### src/rtl/imem_boot_loader_if.sv
// Boot loader bundle: UART RX byte stream, CPU fetch/reset control, instruction RAM write port.
interface imem_boot_loader_if #(parameter int ADDR_WIDTH = 12);
  logic                  start;
  logic [7:0]            rx_data;
  logic                  rx_valid;
  logic                  rx_ready;
  logic [31:0]           cpu_addr;
  logic                  cpu_reset;
  logic [ADDR_WIDTH-1:0] mem_addr;
  logic [31:0]           mem_wdata;
  logic                  mem_we;
  logic                  busy;
  logic                  done;
  logic                  error;

  modport master (output start, rx_data, rx_valid, cpu_addr,
                  input  rx_ready, cpu_reset, mem_addr, mem_wdata, mem_we, busy, done, error);
  modport slave  (input  start, rx_data, rx_valid, cpu_addr,
                  output rx_ready, cpu_reset, mem_addr, mem_wdata, mem_we, busy, done, error);
endinterface

### src/rtl/imem_boot_loader.sv
// Loads a length-prefixed little-endian word stream from a byte source into instruction RAM,
// holding the CPU in reset meanwhile; outside a load the CPU fetch address drives the RAM.
module imem_boot_loader #(
  parameter int ADDR_WIDTH     = 12,
  parameter int TIMEOUT_CYCLES = 1000000
) (
  input  logic              clk,
  input  logic              rst,
  imem_boot_loader_if.slave bus
);
  localparam int              TW        = $clog2(TIMEOUT_CYCLES + 1);
  localparam logic [31:0]     MAX_WORDS = 32'(1) << ADDR_WIDTH;
  localparam logic [TW-1:0]   TMO_LAST  = TW'(TIMEOUT_CYCLES - 1);
  localparam logic [TW-1:0]   TMO_ONE   = TW'(1);
  localparam logic [ADDR_WIDTH:0] PTR_ONE = (ADDR_WIDTH+1)'(1);

  typedef enum logic [2:0] {ST_IDLE, ST_HDR, ST_DATA, ST_WRITE, ST_FINISH, ST_ERR} state_e;

  state_e              state_q, state_d;
  logic [1:0]          bcnt_q;
  logic [31:0]         word_q;
  logic [ADDR_WIDTH:0] wptr_q, len_q;
  logic [TW-1:0]       tmo_q;
  logic [31:0]         mem_wdata_q;
  logic                rx_ready_q, cpu_reset_q, mem_we_q, done_q, error_q;

  logic                accept, last_byte, tmo_hit, restart;
  logic [31:0]         word_nx;
  logic [ADDR_WIDTH:0] wptr_inc;

  assign accept    = bus.rx_valid && rx_ready_q;
  assign last_byte = (bcnt_q == 2'd3);
  assign tmo_hit   = (tmo_q == TMO_LAST);
  assign restart   = bus.start && ((state_q == ST_IDLE) || (state_q == ST_ERR));
  // Right shift so the first byte of each group lands in bits 7:0.
  assign word_nx   = {bus.rx_data, word_q[31:8]};
  assign wptr_inc  = wptr_q + PTR_ONE;

  always_comb begin
    state_d = state_q;
    case (state_q)
      ST_IDLE:   if (bus.start) state_d = ST_HDR;
      ST_HDR: begin
        if (accept && last_byte) begin
          if (word_nx == 32'd0)          state_d = ST_FINISH;
          else if (word_nx > MAX_WORDS)  state_d = ST_ERR;
          else                           state_d = ST_DATA;
        end else if (!accept && tmo_hit) begin
          state_d = ST_ERR;
        end
      end
      ST_DATA: begin
        if (accept && last_byte)     state_d = ST_WRITE;
        else if (!accept && tmo_hit) state_d = ST_ERR;
      end
      ST_WRITE:  state_d = (wptr_inc == len_q) ? ST_FINISH : ST_DATA;
      ST_FINISH: state_d = ST_IDLE;
      ST_ERR:    if (bus.start) state_d = ST_HDR;
      default:   state_d = ST_IDLE;
    endcase
  end

  always_ff @(posedge clk or posedge rst) begin
    if (rst) begin
      state_q     <= ST_IDLE;
      bcnt_q      <= '0;
      word_q      <= '0;
      wptr_q      <= '0;
      len_q       <= '0;
      tmo_q       <= '0;
      mem_wdata_q <= '0;
      rx_ready_q  <= 1'b0;
      cpu_reset_q <= 1'b0;
      mem_we_q    <= 1'b0;
      done_q      <= 1'b0;
      error_q     <= 1'b0;
    end else begin
      state_q     <= state_d;
      // Outputs are decoded from the next state so they line up with the state register.
      rx_ready_q  <= (state_d == ST_HDR) || (state_d == ST_DATA);
      cpu_reset_q <= (state_d != ST_IDLE);
      mem_we_q    <= (state_d == ST_WRITE);
      done_q      <= (state_d == ST_FINISH);
      error_q     <= (state_d == ST_ERR);

      if (restart) begin
        bcnt_q <= '0;
        tmo_q  <= '0;
        wptr_q <= '0;
        len_q  <= '0;
      end else if (accept) begin
        bcnt_q <= bcnt_q + 2'd1;
        word_q <= word_nx;
        tmo_q  <= '0;
        if (last_byte && (state_q == ST_HDR)) begin
          len_q  <= word_nx[ADDR_WIDTH:0];
          wptr_q <= '0;
        end
        if (last_byte && (state_q == ST_DATA)) mem_wdata_q <= word_nx;
      end else if ((state_q == ST_HDR) || (state_q == ST_DATA)) begin
        tmo_q <= tmo_q + TMO_ONE;
      end else if (state_q == ST_WRITE) begin
        wptr_q <= wptr_inc;
      end
    end
  end

  assign bus.rx_ready  = rx_ready_q;
  assign bus.cpu_reset = cpu_reset_q;
  assign bus.mem_we    = mem_we_q;
  assign bus.mem_wdata = mem_wdata_q;
  assign bus.done      = done_q;
  assign bus.error     = error_q;
  assign bus.busy      = (state_q != ST_IDLE);
  assign bus.mem_addr  = (state_q == ST_IDLE) ? bus.cpu_addr[ADDR_WIDTH+1:2]
                                              : wptr_q[ADDR_WIDTH-1:0];

  logic unused_cpu_bits;
  assign unused_cpu_bits = ^{bus.cpu_addr[31:ADDR_WIDTH+2], bus.cpu_addr[1:0]};
endmodule
### src/flat_wrapper.sv
// flat-port wrapper written by rule: the top's interface ports become plain ports
module imem_boot_loader_flat 
#(
  parameter int ADDR_WIDTH     = 12,
  parameter int TIMEOUT_CYCLES = 1000000
)
  (clk, rst, bus_start, bus_rx_data, bus_rx_valid, bus_cpu_addr, bus_rx_ready, bus_cpu_reset, bus_mem_addr, bus_mem_wdata, bus_mem_we, bus_busy, bus_done, bus_error);
  imem_boot_loader_if #(.ADDR_WIDTH(ADDR_WIDTH)) bus_i ();
  input  logic clk;
  input  logic rst;
  input wire logic [$bits(bus_i.start)-1:0] bus_start;
  input wire logic [$bits(bus_i.rx_data)-1:0] bus_rx_data;
  input wire logic [$bits(bus_i.rx_valid)-1:0] bus_rx_valid;
  input wire logic [$bits(bus_i.cpu_addr)-1:0] bus_cpu_addr;
  output wire logic [$bits(bus_i.rx_ready)-1:0] bus_rx_ready;
  output wire logic [$bits(bus_i.cpu_reset)-1:0] bus_cpu_reset;
  output wire logic [$bits(bus_i.mem_addr)-1:0] bus_mem_addr;
  output wire logic [$bits(bus_i.mem_wdata)-1:0] bus_mem_wdata;
  output wire logic [$bits(bus_i.mem_we)-1:0] bus_mem_we;
  output wire logic [$bits(bus_i.busy)-1:0] bus_busy;
  output wire logic [$bits(bus_i.done)-1:0] bus_done;
  output wire logic [$bits(bus_i.error)-1:0] bus_error;
  assign bus_i.start = bus_start;
  assign bus_i.rx_data = bus_rx_data;
  assign bus_i.rx_valid = bus_rx_valid;
  assign bus_i.cpu_addr = bus_cpu_addr;
  assign bus_rx_ready = bus_i.rx_ready;
  assign bus_cpu_reset = bus_i.cpu_reset;
  assign bus_mem_addr = bus_i.mem_addr;
  assign bus_mem_wdata = bus_i.mem_wdata;
  assign bus_mem_we = bus_i.mem_we;
  assign bus_busy = bus_i.busy;
  assign bus_done = bus_i.done;
  assign bus_error = bus_i.error;
  imem_boot_loader #(.ADDR_WIDTH(ADDR_WIDTH), .TIMEOUT_CYCLES(TIMEOUT_CYCLES)) u_core (.clk(clk), .rst(rst), .bus(bus_i));
endmodule
### config.mk
export PLATFORM = sky130hd
export DESIGN_NAME = imem_boot_loader_flat
export DESIGN_NICKNAME = d
export VERILOG_FILES = /design/src/rtl/imem_boot_loader_if.sv /design/src/rtl/imem_boot_loader.sv /design/src/flat_wrapper.sv
export SDC_FILE = /design/constraint.sdc
export NUM_CORES = 1
export LEC_CHECK = 0
export CAP_MARGIN = 20
export CORE_MARGIN = 1.5
export CORE_UTILIZATION = 47
export CTS_CLUSTER_SIZE = 24
export DETAILED_ROUTE_END_ITERATION = 16
export PLACE_DENSITY = 0.82
export SLEW_MARGIN = 15
export SYNTH_ARGS = -nofsm -noshare
export SYNTH_HDL_FRONTEND = slang
export SYNTH_SLANG_ARGS = --single-unit
### constraint.sdc
create_clock -name clk -period 5 [get_ports clk]
set_input_delay 1.5 -clock clk [delete_from_list [all_inputs] [get_ports clk]]
set_output_delay 1.5 -clock clk [all_outputs]
set_load 0.005 [all_outputs]
==> metrics.yaml <==
global_route:
  grt_pass1_vias: 3831
  grt_max_degree: 53
  globalRouteOverflowTotal: 0
  grt.total_usage: 0.2064
  first_pass_grt_wire_length_mm: 19.11
  grt_antenna_before_repair: 0
pwr:
  comb_pwr_share: 0.256
  clockPowerShare: 0.271
  power_density_nw_per_um2: 396.9
  maximum_vdd_ir_drop_v: 0.0002563
  sequentialPowerShare: 0.473
  internal_power_w: 0.001787
  netSwitchingFraction: 0.3074
  leakage_nw: 2.882
  switchingPower_w: 0.0007929
yosys:
  most_numerous_cell_in_the_yosys_netlist: "dfrtp_1"
  synth_area_sq_um: 5341
  yosys_warnings: 0
  async_reset_ff_frac: 1.000
  synth_common_cells: "dfrtp_1 (112), mux2_2 (58), nor2_1 (39)"
  synth_sequential_area_ratio: 0.5247
  synth_area_per_cell_sq_um: 11.22
  postSynthNetCount: 523
  ys_types: 52
  synth-seq-cells: 112
  cell_types_with_the_largest_area_share_after_synthesis: "dfrtp_1 (52%), mux2_2 (12%), xor2_1 (3.3%), nor2_1 (2.7%), xnor2_1 (2.3%)"
  syn-instance-count: 476
  postSynth.topFlopCell: "dfrtp_1"
  netlist.top_cell.by_area: "dfrtp_1"
  yosysTopAreaCellShare: 0.5247
  synth_edf_count: 0
hold_path:
  holdCritPathClass: "flop to flop"
  hold_path_startpoint: "u_core.bus.mem_wdata[12]"
setup_path:
  worst_setup_path_start_kind: "input pin"
  timing.critical_path.arrival_ns: 2.61
  crit-reg2reg-launch: "u_core.wptr_q[0]"
  r2r_end: "u_core.bus.rx_ready"
  cp_slowest_stage_delay_ns: 0.45
  worstRegToRegCells: 8
  worst_path_max_delay_cell: "clkdlybuf4s50_1"
  rrSetupSlack_ns: 1.93
  timing.critical_path.buf_inv: 2
  cell_mode_on_critical_path: "clkdlybuf4s50_1"
  crit_type: "input pin to output port"
  cp_cell_sequence: "clkdlybuf4s50_1 > mux2_2 > clkdlybuf4s50_1"
  data_required_time_of_the_critical_path_ns: 3.50
  crit_path_end_kind: "output port"
  worstSetupStartpoint: "bus_cpu_addr[11]"
  crit_family: "buffers and inverters"
  setup.worst_path.end: "bus_mem_addr[9]"
  worst-path-stages: 3
  worstPathMaxFanout: 1
timing:
  timing_max_transition_violations_final: 0
  totalNegativeSetupSlack_ns: 0
  final.period_utilization: 0.8225
  clock_skew_ns: 0.006988
  grt_setup_unrepaired: "no"
  timing.final.setup_violations: 0
  finalCriticalPeriod_ns: 4.113
  final_report_hold_violation_count: 0
  tightestPinTransition_ns: 0.8802
  tightest_slew_margin_relative_to_the_limit: 0.4114
  maxClockFrequency_ghz: 0.2432
drt:
  vias: 3919
  drt-initial-drc-count: 133
  post_drt_wl_per_cell_um: 16.74
  detailedRoute.firstPassIterationCount: 4
  drt-total-wl_mm: 11.49
  postRouteAntennaNets: 0
  drc: 0
  routed_via_density: 5.713
clock_network:
  cts_resized: 0
  cts-root-to-sink-buffers: 2
  cts_made_buffers: 9
  clkSinkCount: 112
  clk_pin_slew_worst_paths_ns: 0.07
  root_buffer: "clkbuf_16"
  worst_skew_pair.late_latency_ns: 0.35
  post_cts_setup_buffers: 0
  ctsHtreeMaxLevel: 3
  tritoncts_clock_tree: "done"
  ctsHoldBuffers: 0
floorplan:
  die_h_um: 109.6
  core-area_sq_um: 10980
  row_count: 38
  io-pin-count: 94
  dieArea_sq_um: 12010
  floorplan.initialDensity: 0.4863
  die_w_um: 109.6
layout:
  fillCellCount: 885
  area.growth.synth_to_final_pct: 21.67
  diodes: 0
  finalNetCount: 590
  drive_gt1_frac: 0.1593
  final_cell_count_no_fill: 686
placement:
  number_of_placed_instances_taps_included: 671
  gp_routability_congestion: 0.9001
  port-buffer-count: 73
  post-dp-hpwl_mm: 8.060
status:
  run_status: "finished clean"
flow_run:
  cap_viol_max_count: 0
[cells by family after synthesis]
family / Yosys count / share of synthesized area
AO/OA/AOI/OAI: 72 / 0.08668
XOR/XNOR: 34 / 0.05575
adder cells (fa/ha/maj): 3 / 0.007028
buffers and inverters: 32 / 0.02576
flip-flops: 112 / 0.5247
multiplexers: 74 / 0.1546
AND/OR/NAND/NOR: 149 / 0.1455
[placed cells by master, fill, tap and decap left out, types with 4 or more instances in the layout]
master	netlist	final
buf_4	3	7
clkbuf_16	0	9
dfrtp_1	112	112
and3_1	8	8
nor2_1	39	38
mux2i_1	6	6
a21oi_1	17	17
nand3_1	18	18
or3_1	4	4
nor2b_1	5	5
nor4_1	11	11
clkdlybuf4s50_1	0	73
xnor2_1	14	14
nand4_1	5	5
o31ai_1	5	5
mux2_2	58	58
inv_1	6	5
mux2_1	10	10
nor3_1	7	6
and4_1	5	5
o21ai_0	22	22
nand2_1	28	28
a22o_1	12	12
xor2_1	20	20
[metal layers]
metal	up-vias	global-route usage	wire length, um
met1	1937	0.2691	5107
met4	0	0.05009	154
met5	-	0	0
met3	18	0.06520	747
li1	1842	-	-
met2	122	0.3358	5477
[power groups by stage]
stage                     Sequential, W  Clock (W)  Combinational (W)
after floorplan                 0.00116          0           0.000453
after global placement          0.00123          0           0.000625
after detailed placement        0.00123          0           0.000653
after CTS                       0.00122   0.000712           0.000659
after global routing            0.00124   0.000743           0.000731
final                           0.00122   0.000699           0.000659
[worst reg2reg max path, cell delays in order (launching register included)]
cell       delay [ns]
dfrtp_1          0.49
ha_1             0.41
and4_4           0.30
and3_1           0.16
o2111ai_1        0.10
or4_1            0.58
or4_1            0.55
o21a_1           0.23
o211a_1          0.15
[sequential cells by signal, indices dropped and copies added, names as in the netlist]
signal / cells
u_core.bus.done: 1
u_core.bus.cpu_reset: 1
u_core.word_q: 24
u_core.bus.mem_we: 1
u_core.wptr_q: 13
u_core.bus.error: 1
u_core.state_q: 3
u_core.bus.rx_ready: 1
u_core.len_q: 13
u_core.bus.mem_wdata: 32
u_core.tmo_q: 20
u_core.bcnt_q: 2
[cell type report]
class	instances	area, sq um	area share
tap	140	175.2	0.02695
timing repair buffer	81	798.3	0.1228
clock buffer	10	229.0	0.03523
inverter	7	28.78	0.004428
multi-input combinational	332	2409	0.3706
clock inverter	4	56.30	0.008664
sequential	112	2803	0.4313
[worst min path at each step]
stage	end	slack, ns	depth (start not counted)
after floorplan	u_core.wptr_q[12]	0.47	1
after global placement	u_core.bus.mem_wdata[12]	0.48	1
after detailed placement	u_core.bus.mem_wdata[4]	0.48	1
after CTS	u_core.bus.mem_wdata[4]	0.50	1
after global routing	u_core.bus.mem_wdata[26]	0.53	1
final	u_core.bus.mem_wdata[12]	0.50	1
[per-stage QoR]
step                utilization  hold WS, ns  setup slack (ns)  cell area, sq um  total power (W)
global route             0.5917       0.5274            0.7552              6499         0.002719
global placement         0.5644       0.4755            0.8966              6198         0.001853
floorplan                     -       0.4701            0.5410              5341         0.001611
detailed placement       0.5644       0.4850            0.6986              6198         0.001888
finish                   0.5917       0.4970            0.8874              6499         0.002579
CTS                      0.5903       0.5018            0.8786              6484         0.002590
Note: power is estimated with default switching activity, not from simulation.
